**config.mk**
```make
export PLATFORM = sky130hd
export DESIGN_NAME = apb_manager_n
export DESIGN_NICKNAME = d
export VERILOG_FILES = /design/src/rtl/apb_manager_n.sv
export SDC_FILE = /design/constraint.sdc
export NUM_CORES = 1
export LEC_CHECK = 0
export CORE_AREA = 2 2 172 174
export DETAILED_ROUTE_END_ITERATION = 10
export DIE_AREA = 0 0 174 176
export PLACE_DENSITY_LB_ADDON = 0.15
export SYNTH_ARGS = -nofsm -noshare
export SYNTH_HDL_FRONTEND = slang
export SYNTH_SLANG_ARGS = --single-unit
```
**constraint.sdc**
```tcl
create_clock -name PCLK -period 1.6 [get_ports PCLK]
set_input_delay 0.32 -clock PCLK [delete_from_list [all_inputs] [get_ports PCLK]]
set_output_delay 0.32 -clock PCLK [all_outputs]
set_load 0.005 [all_outputs]
```
**src/rtl/apb_manager_n.sv**
```systemverilog
// APB manager: CPU transfer/ready bus to NUM_SLV completers, base/window decode.
// Build option APB_PSLVERR_EN adds a per-completer PSLVERR input.
module apb_manager_n #(
    parameter int                 NUM_SLV   = 8,
    parameter int                 DATA_W    = 32,
    parameter int                 ADDR_W    = 32,
    parameter logic [ADDR_W-1:0]  BASE_ADDR = 32'h1000_0000,
    parameter int                 WIN_LOG2  = 12,
    parameter int                 TIMEOUT   = 16
) (
    input  logic                        PCLK,
    input  logic                        PRESET,
    input  logic                        transfer,
    input  logic                        write,
    input  logic [ADDR_W-1:0]           addr,
    input  logic [DATA_W-1:0]           wdata,
    output logic [DATA_W-1:0]           rdata,
    output logic                        ready,
    output logic                        error,
    output logic [ADDR_W-1:0]           PADDR,
    output logic                        PWRITE,
    output logic                        PENABLE,
    output logic [DATA_W-1:0]           PWDATA,
    output logic [NUM_SLV-1:0]          PSEL,
`ifdef APB_PSLVERR_EN
    input  logic [NUM_SLV-1:0]          PSLVERR,
`endif
    input  logic [NUM_SLV*DATA_W-1:0]   PRDATA,
    input  logic [NUM_SLV-1:0]          PREADY
);

    localparam int CW = $clog2(TIMEOUT);

    typedef enum logic [1:0] {IDLE, SETUP, ACCESS, ERR} state_t;

    state_t              state;
    logic [CW-1:0]       cnt;
    logic [ADDR_W-1:0]   off;
    logic [ADDR_W-1:0]   win;
    logic                hit;
    logic [NUM_SLV-1:0]  sel_dec;
    logic                pready_sel;
    logic                slverr_sel;
    logic                tmo;
    logic [DATA_W-1:0]   prd_sel;

    assign off     = addr - BASE_ADDR;
    assign win     = off >> WIN_LOG2;
    assign hit     = (addr >= BASE_ADDR) && (win < ADDR_W'(NUM_SLV));
    assign sel_dec = NUM_SLV'(1) << win;

    // PSEL is one-hot on the latched index, so masking replaces indexing
    assign pready_sel = |(PREADY & PSEL);
    assign tmo        = (cnt == CW'(TIMEOUT - 1));

`ifdef APB_PSLVERR_EN
    assign slverr_sel = |(PSLVERR & PSEL);
`else
    assign slverr_sel = 1'b0;
`endif

    always_comb begin
        prd_sel = '0;
        for (int i = 0; i < NUM_SLV; i++) begin
            if (PSEL[i]) prd_sel = prd_sel | PRDATA[i*DATA_W +: DATA_W];
        end
    end

    always_comb begin
        ready = 1'b0;
        error = 1'b0;
        rdata = '0;
        unique case (state)
            ACCESS: begin
                if (pready_sel) begin
                    ready = 1'b1;
                    error = slverr_sel;
                    if (!PWRITE) rdata = prd_sel;
                end else if (tmo) begin
                    ready = 1'b1;
                    error = 1'b1;
                end
            end
            ERR: begin
                ready = 1'b1;
                error = 1'b1;
            end
            default: ;
        endcase
    end

    always_ff @(posedge PCLK) begin
        if (PRESET) begin
            state   <= IDLE;
            cnt     <= '0;
            PADDR   <= '0;
            PWDATA  <= '0;
            PWRITE  <= 1'b0;
            PENABLE <= 1'b0;
            PSEL    <= '0;
        end else begin
            unique case (state)
                IDLE: begin
                    if (transfer) begin
                        PADDR  <= addr;
                        PWRITE <= write;
                        PWDATA <= wdata;
                        if (hit) begin
                            PSEL  <= sel_dec;
                            state <= SETUP;
                        end else begin
                            state <= ERR;
                        end
                    end
                end
                SETUP: begin
                    PENABLE <= 1'b1;
                    cnt     <= '0;
                    state   <= ACCESS;
                end
                ACCESS: begin
                    if (pready_sel || tmo) begin
                        PSEL    <= '0;
                        PENABLE <= 1'b0;
                        cnt     <= '0;
                        state   <= IDLE;
                    end else begin
                        cnt <= cnt + CW'(1);
                    end
                end
                ERR: state <= IDLE;
                default: state <= IDLE;
            endcase
        end
    end

endmodule

```
## Word-level counts from Yosys, hierarchy flattened

Index checks and enable logic that the tools add are counted.

| operators by class | value |
|---|---|
| add/sub/neg operators | 2 |
| order comparisons | 2 |
| equality and inequality tests | 7 |
| shift-type cells | 1 |
| mux-type cells | 28 |
| bitwise gates (word level) | 8 |
| reductions and logical operators | 10 |

Operators by type and width:

| operator | count |
|---|---|
| $mux 32 | 11 |
| $or 32x32->32 | 7 |
| $ge 32x29->1 const B | 1 |
| $sub 32x29->32 const B | 1 |
| $mux 8 | 3 |
| $lt 20x4->1 const B | 1 |
| $shl 1x20->8 const A | 1 |
| $pmux 8 s2 | 1 |
| $and 8x8->8 | 1 |
| $pmux 2 s4 | 1 |
| $pmux 4 s2 | 1 |
| $reduce_or 8->1 | 1 |
| $mux 2 | 3 |
| $ne 2x2->1 const B | 3 |
| $pmux 1 s2 | 3 |
| $reduce_and 2->1 | 3 |
| $add 4x1->4 const B | 1 |
| $eq 2x2->1 const B | 2 |
| $eq 4x4->1 const B | 1 |
| $mux 1 | 4 |
| $mux 4 | 1 |
| $reduce_and 4->1 | 1 |
| $reduce_bool 2->1 | 2 |
| $eq 2x1->1 const B | 1 |
| other kinds (3) | 3 |

| word-level totals | value |
|---|---|
| register bits after elaboration | 80 |
| input port bits | 332 |
| logic and storage cells | 65 |

## Logic depth before layout (Yosys ltp)

| depth | value |
|---|---|
| word-level depth | 18 |
| mapped depth | 7 |
| depth with buffers taken out | 7 |

## Worst setup path after synthesis

No wires, ideal clock.

| timing | value |
|---|---|
| path kind | reg2reg |
| start | register state[0] |
| end | register PSEL[3] |
| library setup time | 0.070 ns |
| arrival time | 1.653 ns |
| data required time | 1.530 ns |
| path slack | -0.123 ns |
| cell stages (with the launch flop) | 7 |
| path buffers | 0 |
| period minus slack after synthesis | 1.723 ns |
| cells stage by stage | dfxtp_1 -> inv_1 -> ha_1 -> or2b_1 -> nor2_1 -> or4_1 -> o2bb2ai_1 |

| on the way | value |
|---|---|
| word-level cells in the longest chain between the ends | 3 |
| elaborated cells on any way between the ends | 8 |
| classes of those cells | 4 x eq/ne; 1 x mux; 3 x reduce/logical |

Ends and longest elaborated chain:

| item | line | source |
|---|---|---|
| from (decl) | 36 | `state_t state;` |
| from (signal assigned) | 94 | `state <= IDLE;` |
| from (signal assigned) | 110 | `state <= SETUP;` |
| from (signal assigned) | 112 | `state <= ERR;` |
| $eq 2x2->1 / $logic_not 2->1 (equally long branches) | 102 | `unique case (state)` |
| $ne 2x2->1 (no source line) / $reduce_bool 2->1 (equally long branches) | n/a |  |
| $reduce_and 4->1 (no source line) | n/a |  |
| to (signal assigned) | 109 | `PSEL <= sel_dec;` |
| to (decl) | 24 | `output logic [NUM_SLV-1:0] PSEL,` |

Several ways; a longest one is shown, not always the timed one.
A chain may end at the register's enable or synchronous reset.

## Worst setup path after layout

| timing | value |
|---|---|
| start | register PSEL[0] |
| end | output port rdata[12] |

| on the way | value |
|---|---|
| word-level cells in the longest chain between the ends | 18 |
| elaborated cells on any way between the ends | 20 |
| classes of those cells | 11 x mux; 8 x bitwise; 1 x reduce/logical |

Ends and longest elaborated chain:

| item | line | source |
|---|---|---|
| $mux 32 | 65 | `if (PSEL[i]) prd_sel = prd_sel \| PRDATA[i*DATA_W +: DATA_W];` |
| $or 32x32->32 | 65 |  |
| $mux 32 | 65 |  |
| $or 32x32->32 | 65 |  |
| $mux 32 | 65 |  |
| $or 32x32->32 | 65 |  |
| $mux 32 | 65 |  |
| $or 32x32->32 | 65 |  |
| [... 2 more ...] | n/a |  |
| $mux 32 | 65 |  |
| $or 32x32->32 | 65 |  |
| $mux 32 | 65 |  |
| $or 32x32->32 | 65 |  |
| $mux 32 | 65 |  |
| $mux 32 | 78 | `if (!PWRITE) rdata = prd_sel;` |
| $mux 32 * | 75 | `if (pready_sel) begin` |
| $mux 32 * | 73 | `unique case (state)` |
| to (decl) | 17 | `output logic [DATA_W-1:0] rdata,` |

Mark *: on every way between the ends. The rest lies on a longest branch, timed or not.

==> results.ini <==
[outcome]
status = finished with violations
violations = setup timing

[floorplanning]
die_h_um = 176
pin_count = 440
die_x_um = 174
start_util_pct = 15.78
coreArea_mm2 = 0.02855
rows = 62
die_area_mm2 = 0.03062

[sta]
fmax_ghz = 0.4746
slew_headroom_pct = 73.50
hold_slack_ns = 0.2585
tightest_slew_ns = 0.3975
finalSetupViolations = 43
finalCritPeriodShare_pct = 131.7
finalHoldViolations = 0
fin_worst_skew_ns = 0.005377
rsz0062_at_grt = yes
fin_ws_ns = -0.5072
drv_slew = 0
period_minus_slack_ns = 2.107

[power_and_ir_drop]
powerDensity_mw_per_mm2 = 723.2
power_leakage_nw = 4.239
peakVddDrop_mv = 0.5151

[logic_synthesis]
synth_edf_count = 0
netlist.area_leader.share_pct = 35.55
synth_cell_type_count = 40
ys_seq_area_share_pct = 35.55
synth_nets = 908
avgSynthCellArea_um2 = 7.905
synthFlopType = dfxtp_1
synthArstFlopShare_pct = 0
synth_area_leaders = dfxtp_1, a22oi_1, nand2_1
ys_seq_elements = 80
synth_cells = 570
yosys_warnings = 0
synth_area_mm2 = 0.004506
synth_area_leader_cell = dfxtp_1

[layout]
finalNonFillerCells = 1497
drive_gt1_share_pct = 25.91
syn_to_final_growth_pct = 151.7
post-route-util_pct = 39.72
seq_area_mm2 = 0.001640
n_fill_cell = 2969
multi_input_area_mm2 = 0.003168
finalNetCount = 1440

[job]
max-cap-violations = 0

[critical_path]
critPathLaunchType = flop
required_ns = 1.28
worstPathMaxFanout = 6
critPathCaptureType = output pin
cp.arrival_ns = 1.79
path_class = reg -> out

[clock_tree]
cts_sinks = 80
cts_hold_buf = 0
clockBufferDepth = 2
cts_buffers = 9
clkLatencyLatePin_ns = 0.35
path_clk_slew_ns = 0.06
cts_tree = yes
htreeDepth = 3
cts-root-buf = clkbuf_16

[grt]
grt.overflow.total = 0
grt_pass1_vias = 6982
grt_pass1_wl_um = 46110
antenna_found_initial = 10
grt_max_degree = 58
grt_use_total_pct = 20.21

[route]
drtIter0Drc = 377
vias = 6796
ant_nets = 0
drc = 0
finalWirelength_um = 33040
dr.pass1.iters = 4
wire_per_inst_um = 22.07
vias_per_cell = 4.540

[placement]
dpl.cell_count = 1434
io_buffers = 439
place_hpwl_um = 25500
place.gp.congestion = 0.9194

[worst_hold_path]
holdCritPathClass = in -> reg

[layer usage]
layer	wire (um)	vias up	track usage, %	part of all wire [%]
met2	16650	303	35.99	50
met4	1308	2	10.12	4.0
met3	2519	63	6.718	7.6
met1	12540	3183	21.39	38
li1	-	3245	-	-
met5	13	-	0	0.039
[cell families (layout without fill, tap and decap cells)]
group | after synthesis | count (layout) | share of synthesized area (%)
buffers and inverters | 62 | 596 | 5.471
AO/OA/AOI/OAI | 252 | 252 | 39.96
adder cells (fa/ha/maj) | 6 | 6 | 1.666
other | 0 | 9 | 0
multiplexers | 1 | 1 | 0.2222
AND/OR/NAND/NOR | 169 | 169 | 17.13
flip-flops | 80 | 80 | 35.55
[Yosys cell counts, types with 2 or more instances]
library cell  count
a22oi_1          68
nor4_2            2
nand4b_1          2
buf_2            11
ha_1              6
nand2_1         134
nor2_1            6
nor3_1            2
o2bb2ai_1         4
o31ai_1           2
nand3_1           2
a22o_1           36
a21oi_1          69
nand4_2           2
nand3b_1          3
a21o_1            2
buf_1             6
a31oi_1          32
dfxtp_1          80
nand2b_1          5
and3_1            3
clkbuf_1         40
a221oi_1         32
inv_1             5
[flip-flops by register name, summed over array words and instances, names as in the netlist]
register,cells
PENABLE,1
PWDATA,32
cnt,4
state,2
PADDR,32
PSEL,8
PWRITE,1
[power breakdown]
group	internal (mW)	total, mW	switching, mW
Combinational	2.25	3.79	1.54
Sequential	2.31	2.48	0.172
Clock	1.07	1.93	0.859
Total	5.63	8.20	2.57
[timing repair]
item | CTS | global route
gates resized for setup | 269 | 62
gates cloned | 3 | 4
buffers inserted | 24 | 14
endpoints found under the setup margin | 113 | 94
pin swaps | 30 | 18
[final timing paths]
check             startpoint          to  slack, ns  cells after the start
setup / recovery     PSEL[0]   rdata[12]      -0.51                      7
hold / removal      addr[17]   PADDR[17]       0.26                      3
setup reg to reg    state[0]     PSEL[5]      -0.20                     10
hold reg to reg   PWDATA[17]  PWDATA[17]       0.45                      2
[cell usage in the layout, fill, tap and decap left out, types with 5 or more instances in the layout]
| master | n |
|---|---|
| buf_4 | 83 |
| a31oi_1 | 28 |
| clkbuf_2 | 8 |
| a22o_1 | 34 |
| buf_12 | 17 |
| dlymetal6s2s_1 | 5 |
| diode_2 | 9 |
| clkdlybuf4s15_1 | 5 |
| nand2_1 | 133 |
| a22oi_1 | 59 |
| clkbuf_16 | 12 |
| dlygate4sd2_1 | 13 |
| buf_2 | 29 |
| dfxtp_4 | 9 |
| dfxtp_1 | 67 |
| a221oi_2 | 27 |
| a22oi_2 | 9 |
| a21oi_1 | 67 |
| buf_6 | 31 |
| clkdlybuf4s50_1 | 375 |
[final cells by class]
| cell class | instances | share of cell area (%) |
|---|---|---|
| antenna | 9 | 0.1986 |
| sequential | 80 | 14.47 |
| tap | 384 | 4.237 |
| multi-input combinational | 428 | 27.94 |
| inverter | 5 | 0.1876 |
| clock inverter | 3 | 0.1876 |
| clock buffer | 10 | 2.108 |
| timing repair buffer | 578 | 50.67 |
[metrics by stage]
| stage | TNS [ns] | instance area [um2] | total power, mW | setup slack (ns) |
|---|---|---|---|---|
| final | -16.65 | 11340 | 8.200 | -0.5072 |
| after global routing | -19.57 | 11340 | 8.708 | -0.5763 |
| after CTS | -17.28 | 11020 | 7.963 | -0.5629 |
| after detailed placement | -44.45 | 10080 | 5.734 | -0.9890 |
| after global placement | -42.38 | 10080 | 5.725 | -0.9334 |
| after floorplan | -0.6093 | 4581 | 3.623 | -0.01968 |
[critical path: stages (launching register included)]
cell      delay [ns]
dfxtp_4         0.39
buf_6           0.15
buf_6           0.11
a22o_1          0.23
a221oi_2        0.18
buf_4           0.16
a31oi_4         0.07
buf_6           0.14
No activity file was read; power rests on OpenSTA's default activity.
